<file path="config.mk">
export PLATFORM = sky130hd
export DESIGN_NAME = simplez_cpu
export DESIGN_NICKNAME = d
export VERILOG_FILES = /design/src/rtl/simplez_cpu.sv
export SDC_FILE = /design/constraint.sdc
export NUM_CORES = 1
export LEC_CHECK = 0
export BUFFER_PORTS_ARGS = -buffer_cell sky130_fd_sc_hd__buf_2
export CAP_MARGIN = 20
export CORE_UTILIZATION = 55
export CTS_BUF_LIST = sky130_fd_sc_hd__clkbuf_8 sky130_fd_sc_hd__clkbuf_16
export CTS_CLUSTER_DIAMETER = 200
export DETAILED_ROUTE_END_ITERATION = 16
export PLACE_DENSITY = 0.78
export SYNTH_ARGS = -nofsm -noshare
export SYNTH_HDL_FRONTEND = slang
export SYNTH_SLANG_ARGS = --single-unit
</file>
<file path="constraint.sdc">
create_clock -name clk -period 2.7 [get_ports clk]
set_input_delay 0 -clock clk [delete_from_list [all_inputs] [get_ports clk]]
set_output_delay 0 -clock clk [all_outputs]
set_load 0.005 [all_outputs]
</file>
<file path="src/rtl/simplez_cpu.sv">
// Simplez processor core: fetch, decode and execute of the eight-instruction
// Simplez set against an external single-port memory with a ready handshake.
module simplez_cpu #(
    parameter int                ADDRW    = 9,
    parameter int                LEDW     = 4,
    parameter logic [ADDRW-1:0]  RESET_PC = '0
) (
    input  logic                 clk,
    input  logic                 rst,
    output logic [ADDRW-1:0]     mem_addr,
    output logic                 mem_rd,
    output logic                 mem_wr,
    output logic [ADDRW+2:0]     mem_wdata,
    input  logic [ADDRW+2:0]     mem_rdata,
    input  logic                 mem_ready,
    output logic [LEDW-1:0]      leds,
    output logic                 stop
);

    localparam int DATAW = ADDRW + 3;

    typedef enum logic [2:0] {
        OP_ST, OP_LD, OP_ADD, OP_BR, OP_BZ, OP_CLR, OP_DEC, OP_HALT
    } opcode_t;

    typedef enum logic [2:0] {
        S_I0, S_I1, S_O0, S_O1, S_H
    } state_t;

    state_t             state;
    logic [ADDRW-1:0]   pc;
    logic [DATAW-1:0]   ri;
    logic [DATAW-1:0]   ac;
    logic [DATAW-1:0]   temp;
    logic               z;

    opcode_t            co;
    logic [ADDRW-1:0]   cd;
    logic [DATAW-1:0]   ac_dec;
    logic [DATAW-1:0]   ac_sum;

    assign co        = opcode_t'(ri[DATAW-1 -: 3]);
    assign cd        = ri[ADDRW-1:0];
    assign ac_dec    = ac - 1'b1;
    assign ac_sum    = ac + temp;
    assign mem_wdata = ac;

    // Memory requests and halt indication follow the sequencer state; reset kills requests at once
    always_comb begin
        mem_addr = pc;
        mem_rd   = 1'b0;
        mem_wr   = 1'b0;
        stop     = 1'b0;
        case (state)
            S_I0: mem_rd = !rst;
            S_O0: begin
                mem_addr = cd;
                if (co == OP_ST) begin
                    mem_wr = !rst;
                end else begin
                    mem_rd = !rst;
                end
            end
            S_H:  stop = 1'b1;
            default: ;
        endcase
    end

    // Sequencer with the architectural registers; temp is only a staging register and is not reset
    always_ff @(posedge clk) begin
        if (rst) begin
            state <= S_I0;
            pc    <= RESET_PC;
            ac    <= '0;
            z     <= 1'b1;
            ri    <= '0;
            leds  <= '0;
        end else begin
            leds <= ac[LEDW-1:0];
            case (state)
                S_I0: begin
                    if (mem_ready) begin
                        ri    <= mem_rdata;
                        pc    <= pc + 1'b1;
                        state <= S_I1;
                    end
                end
                S_I1: begin
                    case (co)
                        OP_ST, OP_LD, OP_ADD: state <= S_O0;
                        OP_BR: begin
                            pc    <= cd;
                            state <= S_I0;
                        end
                        OP_BZ: begin
                            if (z) begin
                                pc <= cd;
                            end
                            state <= S_I0;
                        end
                        OP_CLR: begin
                            ac    <= '0;
                            z     <= 1'b1;
                            state <= S_I0;
                        end
                        OP_DEC: begin
                            ac    <= ac_dec;
                            z     <= (ac_dec == '0);
                            state <= S_I0;
                        end
                        OP_HALT: state <= S_H;
                        default: state <= S_I0;
                    endcase
                end
                S_O0: begin
                    if (mem_ready) begin
                        if (co != OP_ST) begin
                            temp <= mem_rdata;
                        end
                        state <= S_O1;
                    end
                end
                S_O1: begin
                    if (co == OP_LD) begin
                        ac <= temp;
                        z  <= (temp == '0);
                    end else if (co == OP_ADD) begin
                        ac <= ac_sum;
                        z  <= (ac_sum == '0);
                    end
                    state <= S_I0;
                end
                S_H:     state <= S_H;
                default: state <= S_I0;
            endcase
        end
    end

endmodule

</file>
== After elaboration in Yosys (flattened, before gate mapping) ==
Index checks and enable logic that the tools add are counted.

* Output and inout port bits: 28
* Bits of input ports: 15
* Flip-flop bits (word level): 53
* Word-level logic and storage cells: 66

* Bitwise gates (word level): 1
* $add $sub $neg: 3
* Mux-type cells: 22
* Reduce and logical (&&, ||, !) cells: 16
* Equal/unequal tests: 17

{| class="wikitable"
|+ Operators with widths
! operator !! number
|-
| $pmux W12 S2 || 2
|-
| $logic_not A12 Y1 || 3
|-
| $pmux W9 S2 || 2
|-
| $mux W9 || 3
|-
| $mux W12 || 2
|-
| $eq A3 B3 Y1 const B || 5
|-
| $add A12 B12 Y12 || 1
|-
| $eq A3 B2 Y1 const B || 4
|-
| $pmux W3 S4 || 1
|-
| $sub A12 B1 Y12 const B || 1
|-
| $add A9 B1 Y9 const B || 1
|-
| $pmux W3 S3 || 1
|-
| $reduce_and A4 Y1 || 2
|-
| $eq A3 B1 Y1 const B || 2
|-
| $logic_not A3 Y1 || 2
|-
| $mux W1 || 6
|-
| $mux W3 || 2
|-
| $ne A3 B3 Y1 const B || 2
|-
| $pmux W1 S2 || 3
|-
| $ne A2 B2 Y1 const B || 2
|-
| $reduce_and A2 Y1 || 2
|-
| $reduce_bool A2 Y1 || 2
|-
| $reduce_or A4 Y1 || 1
|-
| $ne A3 B1 Y1 const B || 1
|-
| other kinds (6) || 6
|}

== Longest topological paths before layout ==
Gate-level depths: netlist of run 1.

* Word-level depth: 5
* Gate-level depth with buffers: 8
* Gate-level depth less buffers: 8

== Worst setup path before layout of run 1 ==
No wires, ideal clock.

* Kind: flip-flop to flip-flop
* Start: register ac[2], in the netlist mem_wdata[2]
* End: register z
* Buffers on the path: 2
* Clock period less this slack: 2.227 ns
* Data arrival time: 2.100 ns
* Data required time: 2.573 ns
* Path slack: 0.473 ns
* Library setup time: 0.127 ns
* Stages on the path, launching flop included: 9
* Path through: dfxtp_1 -> buf_6 -> or4_1 -> buf_2 -> or4_4 -> a21oi_2 -> a211oi_2 -> a221oi_2 -> o31ai_1

* Word-level cells in the longest chain between the ends: 5
* Elaborated cells between the ends (all ways): 8
* Those cells by class: 2 x add/sub; 4 x mux; 2 x reduce/logical

{| class="wikitable"
|+ Ends and longest elaborated chain
! element !! line !! text
|-
| start: declaration || 33 || <nowiki>logic [DATAW-1:0] ac;</nowiki>
|-
| start signal: assignment || 125 || <nowiki>ac <= temp;</nowiki>
|-
| start signal: assignment || 128 || <nowiki>ac <= ac_sum;</nowiki>
|-
| $add A12 B12 Y12 || 45 || <nowiki>assign ac_sum = ac + temp;</nowiki>
|-
| $logic_not A12 Y1 || 129 || <nowiki>z <= (ac_sum == '0);</nowiki>
|-
| $mux W1 || 127 || <nowiki>end else if (co == OP_ADD) begin</nowiki>
|-
| $mux W1 || 124 || <nowiki>if (co == OP_LD) begin</nowiki>
|-
| $pmux W1 S2 * || 80 || <nowiki>case (state)</nowiki>
|-
| end signal: assignment || 108 || <nowiki>z <= (ac_dec == '0);</nowiki>
|-
| end signal: assignment || 126 || <nowiki>z <= (temp == '0);</nowiki>
|-
| end signal: assignment || 129 ||
|-
| end: declaration || 35 || <nowiki>logic z;</nowiki>
|}

Every way passes the cells marked *; elsewhere a longest branch is shown, timed or not. The select of a mux whose other input is x is not followed.
A chain may end at the register's enable or synchronous reset.

== Worst setup path in the final report of run 1 ==
* Start: register temp[0]
* End: register ac[6], in the netlist mem_wdata[6]

* Word-level cells in the longest chain between the ends: 4

{| class="wikitable"
|+ Ends and longest elaborated chain
! element !! line !! text
|-
| start: declaration || 34 || <nowiki>logic [DATAW-1:0] temp;</nowiki>
|-
| start signal: assignment || 118 || <nowiki>temp <= mem_rdata;</nowiki>
|-
| $add A12 B12 Y12 || 45 ||
|-
| $mux W12 || 127 ||
|-
| $mux W12 || 124 ||
|-
| $pmux W12 S2 || 80 ||
|}

No other way between the ends. The select of a mux whose other input is x is not followed.

==> results_dict.tcl, run 1 <==
set metrics [dict create \
    synth_seq_cells 53 \
    cellPowerDensity_nw_per_um2 417 \
    finalCriticalPeriod_ns 2.40 \
    die-height_microns 80.8 \
    final_cells 536 \
    synthAdderAreaFrac 0.0572 \
    gr-total-overflow 0 \
    worstHoldStart "rst" \
    cts.repair.resized 0 \
    synth-simple-area-share 0.240 \
    synthFlopType "dfxtp_1" \
    syn_inst 420 \
    final_cell_mix "nand2_1 (53), buf_2 (42), dfxtp_1 (41), a21oi_1 (39)" \
    initial_utilization 0.573 \
    slew_violations 0 \
    start_kind "flip-flop" \
    ys_async_sr_fraction 0 \
    drtIter0Drc 217 \
    placed_cells 515 \
    critPathRequiredTime_ns 2.90 \
    drv_cap 0 \
    final_nets 490 \
    antenna_cells 0 \
    synthXorXnorAreaFrac 0.0282 \
    htreeDepth 2 \
    finalHoldViolCount 0 \
    finClkSkew_ns 0.0134 \
    worst_pin_slew_ns 0.697 \
    ant_nets 0 \
    grtUsageTotal 0.291 \
    wl_microns 9090 \
    max_freq_mhz 416 \
    rsz0062_at_grt "no" \
    path_clk_slew_ns 0.10 \
    hp-class "in2reg" \
    synth_compound_area_frac 0.241 \
    cts.sinks 53 \
    synth.area.mux_share 0.0451 \
    tritoncts "built" \
    numPortBuffers 42 \
    path_class "reg2reg" \
    synth_cell_types 61 \
    core_sq_um 5960 \
    cts_hold_buf 13 \
    setup_viol 0 \
    yosysWarnings 0 \
    crit_path_start "temp[0]" \
    ir_drop_mv 0.306 \
    drive_above_1_share 0.180 \
    grt_max_degree 36 \
    r2r_start "temp[0]" \
    yosysSeqAreaShare 0.346 \
    die-width_microns 80.8 \
    max-slew-margin-rel 0.535 \
    die-area_sq_um 6530 \
    cts_root_buffer "clkbuf_8" \
    synthesis.area_sq_um 3410 \
    clkLatencyLatePin_ns 0.31 \
    nFillCells 513 \
    crit_fanout 3 \
    io_pins 43 \
    fin_setup_tns_ns 0 \
    grt_pass1_wl_microns 14400 \
    cp-end-kind "flip-flop" \
    p_leak_nw 1.57 \
    grt_pass1_vias 2988 \
    cts_buffers 5 \
    post-route-drc-count 0 \
    synth_top_family_by_area "compound AO/OA/AOI/OAI gates" \
    wire_per_inst_microns 17.0 \
    synth_nets 450 \
    critPathArrivalTime_ns 2.61 \
    viasPerCell 6.26 \
    synth_area_per_cell_sq_um 8.13 \
    hpwlAfterDp_microns 6530 \
    first_pass_iters 5 \
    synth_edf_count 12 \
    vias 3356 \
    antenna_found_initial 0 \
    cts_post_setup_buffers_inserted 0 \
    status "completed" \
    clockBufferDepth 2 \
    fin_crit_sh 0.890 \
    syn_to_final_growth_pct 14.4 \
    rows 28 \
    final_common_cell "nand2_1" \
    globalplace.congestion 0.935 \
]
-- critical path, cell delays in order (launching register included) --
cell	delay (ns)
edfxtp_1	0.43
ha_1	0.24
fa_1	0.44
a21oi_1	0.23
o221a_2	0.26
xnor2_1	0.09
mux2_2	0.28
a221oi_1	0.25
nor2_1	0.08
-- stage by stage --
step | hold WS [ns] | area (sq um) | util | setup slack (ns) | total power [mW]
after global placement | 0.195 | 3660 | 0.615 | 0.378 | 1.08
final | 0.200 | 3910 | 0.656 | 0.296 | 1.63
after global routing | 0.208 | 3910 | 0.656 | 0.0756 | 1.70
after CTS | 0.191 | 3910 | 0.656 | 0.320 | 1.64
after detailed placement | 0.197 | 3660 | 0.615 | 0.345 | 1.08
after floorplan | 0.0989 | 3410 | - | 0.473 | 1.02
-- worst paths after layout --
kind,end,slack [ns],cells after the start
worst max-delay path,mem_wdata[6],0.30,8
worst min-delay path,leds[0],0.20,2
worst max register to register,mem_wdata[6],0.30,8
worst min register to register,ri[2],0.48,2
-- cell families after synthesis --
group,after synthesis
flip-flops,53
XOR/XNOR,11
buffers and inverters,36
adder cells (fa/ha/maj),15
AO/OA/AOI/OAI,128
multiplexers,14
AND/OR/NAND/NOR,163
-- layer usage --
layer,up-vias,GRT usage,part of all wire
li1,1629,-,-
met1,1576,0.402,0.47
met2,136,0.444,0.45
met3,15,0.0742,0.068
met4,0,0.0911,0.016
met5,-,0,0
-- sequential cells by signal (all words and copies together) (netlist names) --
name       flops
leds           4
mem_wdata     12
pc             9
ri            12
state          3
temp          12
z              1
-- report_power, final --
part           internal [mW]  switching (mW)
Sequential             0.834          0.0368
Clock                  0.275           0.270
Combinational         0.0965           0.116
-- synth_stat cells (all sizes together), types with 5 or more instances --
cell	number	area (sq um)
nand2	53	199
dfxtp	41	821
a21oi	40	204
o21ai	30	150
nor2	28	105
clkbuf	24	90.1
nand3	15	75.1
ha	14	175
a211oi	13	103
nor3	13	65.1
edfxtp	12	360
mux2	11	124
and3	10	62.6
inv	7	26.3
xnor2	7	61.3
nor3b	6	45.0
a21o	5	37.5
buf	5	27.5
nor2b	5	31.3
nor4	5	31.3
o31ai	5	37.5
or3	5	31.3
-- cell type report --
cell class | instances | area [sq um] | area share
inverters | 7 | 26.3 | 0.00673
repair buffers | 62 | 393 | 0.101
clock buffers | 5 | 68.8 | 0.0176
flip-flops and latches | 53 | 1180 | 0.302
well taps | 75 | 93.8 | 0.0240
clock inverters | 3 | 42.5 | 0.0109
multi-input cells | 331 | 2100 | 0.538
No activity file was read; power rests on OpenSTA's default activity.
==> run 2, diff against run 1 <==
--- a/config.mk
+++ b/config.mk
@@ -7,11 +7,15 @@
 export LEC_CHECK = 0
 export BUFFER_PORTS_ARGS = -buffer_cell sky130_fd_sc_hd__buf_2
 export CAP_MARGIN = 20
-export CORE_UTILIZATION = 55
+export CELL_PAD_IN_SITES_DETAIL_PLACEMENT = 0
+export CELL_PAD_IN_SITES_GLOBAL_PLACEMENT = 2
+export CORE_MARGIN = 4
+export CORE_UTILIZATION = 35
 export CTS_BUF_LIST = sky130_fd_sc_hd__clkbuf_8 sky130_fd_sc_hd__clkbuf_16
 export CTS_CLUSTER_DIAMETER = 200
 export DETAILED_ROUTE_END_ITERATION = 16
-export PLACE_DENSITY = 0.78
+export PLACE_DENSITY = 0.83
+export SKIP_LAST_GASP = 1
 export SYNTH_ARGS = -nofsm -noshare
 export SYNTH_HDL_FRONTEND = slang
 export SYNTH_SLANG_ARGS = --single-unit
==> results_dict.tcl, run 2 (synthesis results as in run 1) <==
set metrics [dict create \
    utilization 0.427 \
    p_clk_frac 0.317 \
    final.setup.worst_slack_ns 0.272 \
    final_nets 495 \
    antenna_cells 0 \
    start_kind "flip-flop" \
    drtIter0Drc 253 \
    rows 35 \
    drv_cap 0 \
    multi_input_area_sq_um 2100 \
    fin_setup_tns_ns 0 \
    max_freq_mhz 412 \
    status "completed" \
    crit_chain "ha_1, o21ai_0, o21ai_1, nand4_1, a211oi_1, nor3_1, o221a_2" \
    p_int_mw 1.17 \
    clockBufferDepth 2 \
    rsz0062_at_grt "no" \
    grtUsageTotal 0.173 \
    initial_utilization 0.364 \
    path_clk_slew_ns 0.10 \
    gr-total-overflow 0 \
    cp-end-kind "flip-flop" \
    core_sq_um 9370 \
    clkLatencyLatePin_ns 0.31 \
    ant_nets 0 \
    grt_max_degree 35 \
    power_mw 1.59 \
    numPortBuffers 42 \
    p_switching_mw 0.424 \
    seqPwrFrac 0.546 \
    nFillCells 973 \
    first_pass_iters 5 \
    io_pins 43 \
    swShare 0.266 \
    final_cell_mix "nand2_1 (53), buf_2 (42), dfxtp_1 (41), a21oi_1 (39)" \
    critPathBufInv 0 \
    path_delay_family "compound AO/OA/AOI/OAI gates" \
    fin_crit_sh 0.899 \
    die-area_sq_um 11400 \
    seq_area_sq_um 1180 \
    max-slew-margin-rel 0.529 \
    final_common_cell "nand2_1" \
    p_comb_frac 0.137 \
    grt_pass1_wl_microns 16000 \
    post-route-drc-count 0 \
    ir_drop_mv 0.230 \
    critPathRequiredTime_ns 2.90 \
    slew_violations 0 \
    finClkSkew_ns 0.0175 \
    syn_to_final_growth_pct 17.2 \
    setup_viol 0 \
    htreeDepth 2 \
    cts_buffers 5 \
    finalCriticalPeriod_ns 2.43 \
    antenna_found_initial 0 \
    critPathArrivalTime_ns 2.63 \
    die-width_microns 107 \
    cp_slowest_cell "dfxtp_1" \
    cts_root_buffer "clkbuf_8" \
    drive_above_1_share 0.189 \
    hpwlAfterDp_microns 7300 \
    grt_pass1_vias 3045 \
    cts.sinks 53 \
    p_leak_nw 1.59 \
    tritoncts "built" \
    hp-class "in2reg" \
    worst_pin_slew_ns 0.707 \
    wl_microns 9810 \
    path_class "reg2reg" \
    viasPerCell 5.51 \
    critical-path-max-stage-delay_ns 0.54 \
    die-height_microns 107 \
    cellPowerDensity_nw_per_um2 398 \
    globalplace.congestion 0.874 \
    finalHoldViolCount 0 \
    vias 3280 \
    dp_slack_ns 0.340 \
    crit_fanout 10 \
    wire_per_inst_microns 16.5 \
]
-- run 2: through the flow --
step,cells,hold WS [ns],cell area [sq um]
after global routing,595,0.0196,4000
after detailed placement,574,0.195,3770
after global placement,574,0.197,3770
after CTS,595,0.0108,4000
final,595,0.0229,4000
after floorplan,420,0.0989,3410
-- run 2: tightest hold or removal path: stages --
cell	delay [ns]
buf_2	0.09
nor3_1	0.05
and2_1	0.16
-- run 2: path summary, 6_finish.rpt --
kind	depth (start not counted)	start	endpoint	slack, ns
max	7	mem_wdata[2]	mem_wdata[11]	0.27
min reg2reg	2	ri[8]	ri[8]	0.48
max reg2reg	7	mem_wdata[2]	mem_wdata[11]	0.27
min	3	rst	state[0]	0.02
-- run 2: power by group through the flow --
stage | registers, mW | clock network (mW) | logic, mW
global route | 0.876 | 0.561 | 0.247
floorplan | 0.868 | 0 | 0.151
detailed placement | 0.888 | 0 | 0.204
finish | 0.870 | 0.505 | 0.219
CTS | 0.870 | 0.523 | 0.220
global placement | 0.887 | 0 | 0.203
-- run 2: final cells by class --
class | count | share of cell area
repair buffers | 67 | 0.108
clock inverters | 2 | 0.00219
well taps | 129 | 0.0403
flip-flops and latches | 53 | 0.295
multi-input cells | 331 | 0.525
inverters | 7 | 0.00656
clock buffers | 6 | 0.0234
-- run 2: metal layers --
metal  global-route usage  part of all wire
met5                    0                 0
met2                0.265              0.45
met1                0.257              0.49
met3               0.0271             0.046
met4               0.0320            0.0080
-- run 2: repair_timing --
item                      CTS  global route
buffers inserted            0             0
gates resized for setup     0             0
hold buffers               13             0
hold endpoints to repair   25             0
==> run 3, diff against run 2 <==
--- a/config.mk
+++ b/config.mk
@@ -11,7 +11,7 @@
 export CELL_PAD_IN_SITES_GLOBAL_PLACEMENT = 2
 export CORE_MARGIN = 4
 export CORE_UTILIZATION = 35
-export CTS_BUF_LIST = sky130_fd_sc_hd__clkbuf_8 sky130_fd_sc_hd__clkbuf_16
+export CTS_BUF_LIST = sky130_fd_sc_hd__clkbuf_4 sky130_fd_sc_hd__clkbuf_8 sky130_fd_sc_hd__clkbuf_16
 export CTS_CLUSTER_DIAMETER = 200
 export DETAILED_ROUTE_END_ITERATION = 16
 export PLACE_DENSITY = 0.83
==> results_dict.tcl, run 3 (synthesis results as in run 1) <==
set metrics [dict create \
    utilization 0.428 \
    cp_slowest_cell "dfxtp_1" \
    gr-total-overflow 0 \
    die-width_microns 107 \
    crit_fanout 10 \
    cts_buffers 5 \
    start_kind "flip-flop" \
    max_freq_mhz 412 \
    core_sq_um 9370 \
    hold_depth 3 \
    initial_utilization 0.364 \
    final_cell_mix "nand2_1 (53), buf_2 (42), dfxtp_1 (41), a21oi_1 (39)" \
    finalHoldViolCount 0 \
    drtIter0Drc 252 \
    die-height_microns 107 \
    cts_post_setup_buffers_inserted 0 \
    die-area_sq_um 11400 \
    cts.repair.resized 0 \
    rr_worst_depth 7 \
    final_common_cell "nand2_1" \
    grt_pass1_vias 3045 \
    critPathArrivalTime_ns 2.63 \
    crit_chain "ha_1, o21ai_0, o21ai_1, nand4_1, a211oi_1, nor3_1, o221a_2" \
    r2r_start "mem_wdata[2]" \
    ir_drop_mv 0.231 \
    io_pins 43 \
    post-route-drc-count 0 \
    fin_crit_sh 0.899 \
    cp-end-kind "flip-flop" \
    htreeDepth 2 \
    clockBufferDepth 2 \
    ant_nets 0 \
    final_nets 495 \
    numPortBuffers 42 \
    drive_above_1_share 0.191 \
    finalCriticalPeriod_ns 2.43 \
    critPathRequiredTime_ns 2.90 \
    power_mw 1.61 \
    seq_area_sq_um 1180 \
    antenna_cells 0 \
    cts.sinks 53 \
    cts_root_buffer "clkbuf_8" \
    grt_max_degree 35 \
    path_class "reg2reg" \
    fin_setup_tns_ns 0 \
    drv_cap 0 \
    worstHoldStart "rst" \
    crit_path_start "mem_wdata[2]" \
    dpl_cell_area_sq_um 3770 \
    wire_per_inst_microns 16.5 \
    grt_pass1_wl_microns 16000 \
    antenna_found_initial 0 \
    rows 35 \
    path_clk_slew_ns 0.10 \
    cellPowerDensity_nw_per_um2 401 \
    status "completed" \
    setup_viol 0 \
    fin_area_sq_um 4010 \
    syn_to_final_growth_pct 17.3 \
    tritoncts "built" \
    cts_hold_buf 13 \
    slew_violations 0 \
    hpwlAfterDp_microns 7300 \
    vias 3275 \
    hp-class "in2reg" \
    nFillCells 971 \
    worst_pin_slew_ns 0.705 \
    grtUsageTotal 0.173 \
    globalplace.congestion 0.874 \
    wl_microns 9800 \
    rsz0062_at_grt "no" \
    finClkSkew_ns 0.0172 \
    clkLatencyLatePin_ns 0.31 \
    max-slew-margin-rel 0.530 \
    viasPerCell 5.50 \
    p_leak_nw 1.59 \
    first_pass_iters 5 \
    multi_input_area_sq_um 2100 \
    critical-path-max-stage-delay_ns 0.54 \
]
==> run 3: cell count changes in the layout (fill, tap and decap cells not counted), sizes merged <==
cell	before	now
inv	8	7
clkbuf	6	7
==> run 3: layer usage <==
metal  vias to the layer above  global-route usage  wire [microns]
met5                         -                   0               0
met4                         0              0.0320              78
met3                         6              0.0271             443
met2                        77               0.265            4440
met1                      1540               0.257            4840
li1                       1652                   -               -
==> run 3: path summary, 6_finish.rpt <==
| kind | to | slack (ns) |
|---|---|---|
| min reg2reg | ri[8] | 0.48 |
| max reg2reg | mem_wdata[11] | 0.27 |
| min | state[0] | 0.02 |
| max | mem_wdata[11] | 0.27 |
==> run 3: final cells by class <==
type / instances / share of cell area
Clock buffer: 7 / 0.0253
Tap cell: 129 / 0.0403
Sequential cell: 53 / 0.295
Clock inverter: 1 / 0.00125
Multi-Input combinational cell: 331 / 0.524
Timing Repair Buffer: 67 / 0.107
Inverter: 7 / 0.00656
==> run 3: critical path, delay by kind of cell (launching register included) <==
kind                       cells  cell delay [ns]
and+or+nand+nor                2             0.31
AOI/OAI and AO/OA              4             1.16
DFF                            1             0.54
adders and majority gates      1             0.30
==> run 3: report_power, final <==
group / switching (mW) / internal (mW)
logic: 0.118 / 0.101
clock network: 0.270 / 0.249
registers: 0.0366 / 0.834
==> run 3: stage by stage <==
stage | cells | worst slack (ns) | hold slack (ns)
6_report | 595 | 0.273 | 0.0235
5_1_grt | 595 | 0.115 | 0.0198
4_1_cts | 595 | 0.309 | 0.0110
3_5_place_dp | 574 | 0.340 | 0.195
3_3_place_gp | 574 | 0.367 | 0.197
2_1_floorplan | 420 | 0.473 | 0.0989
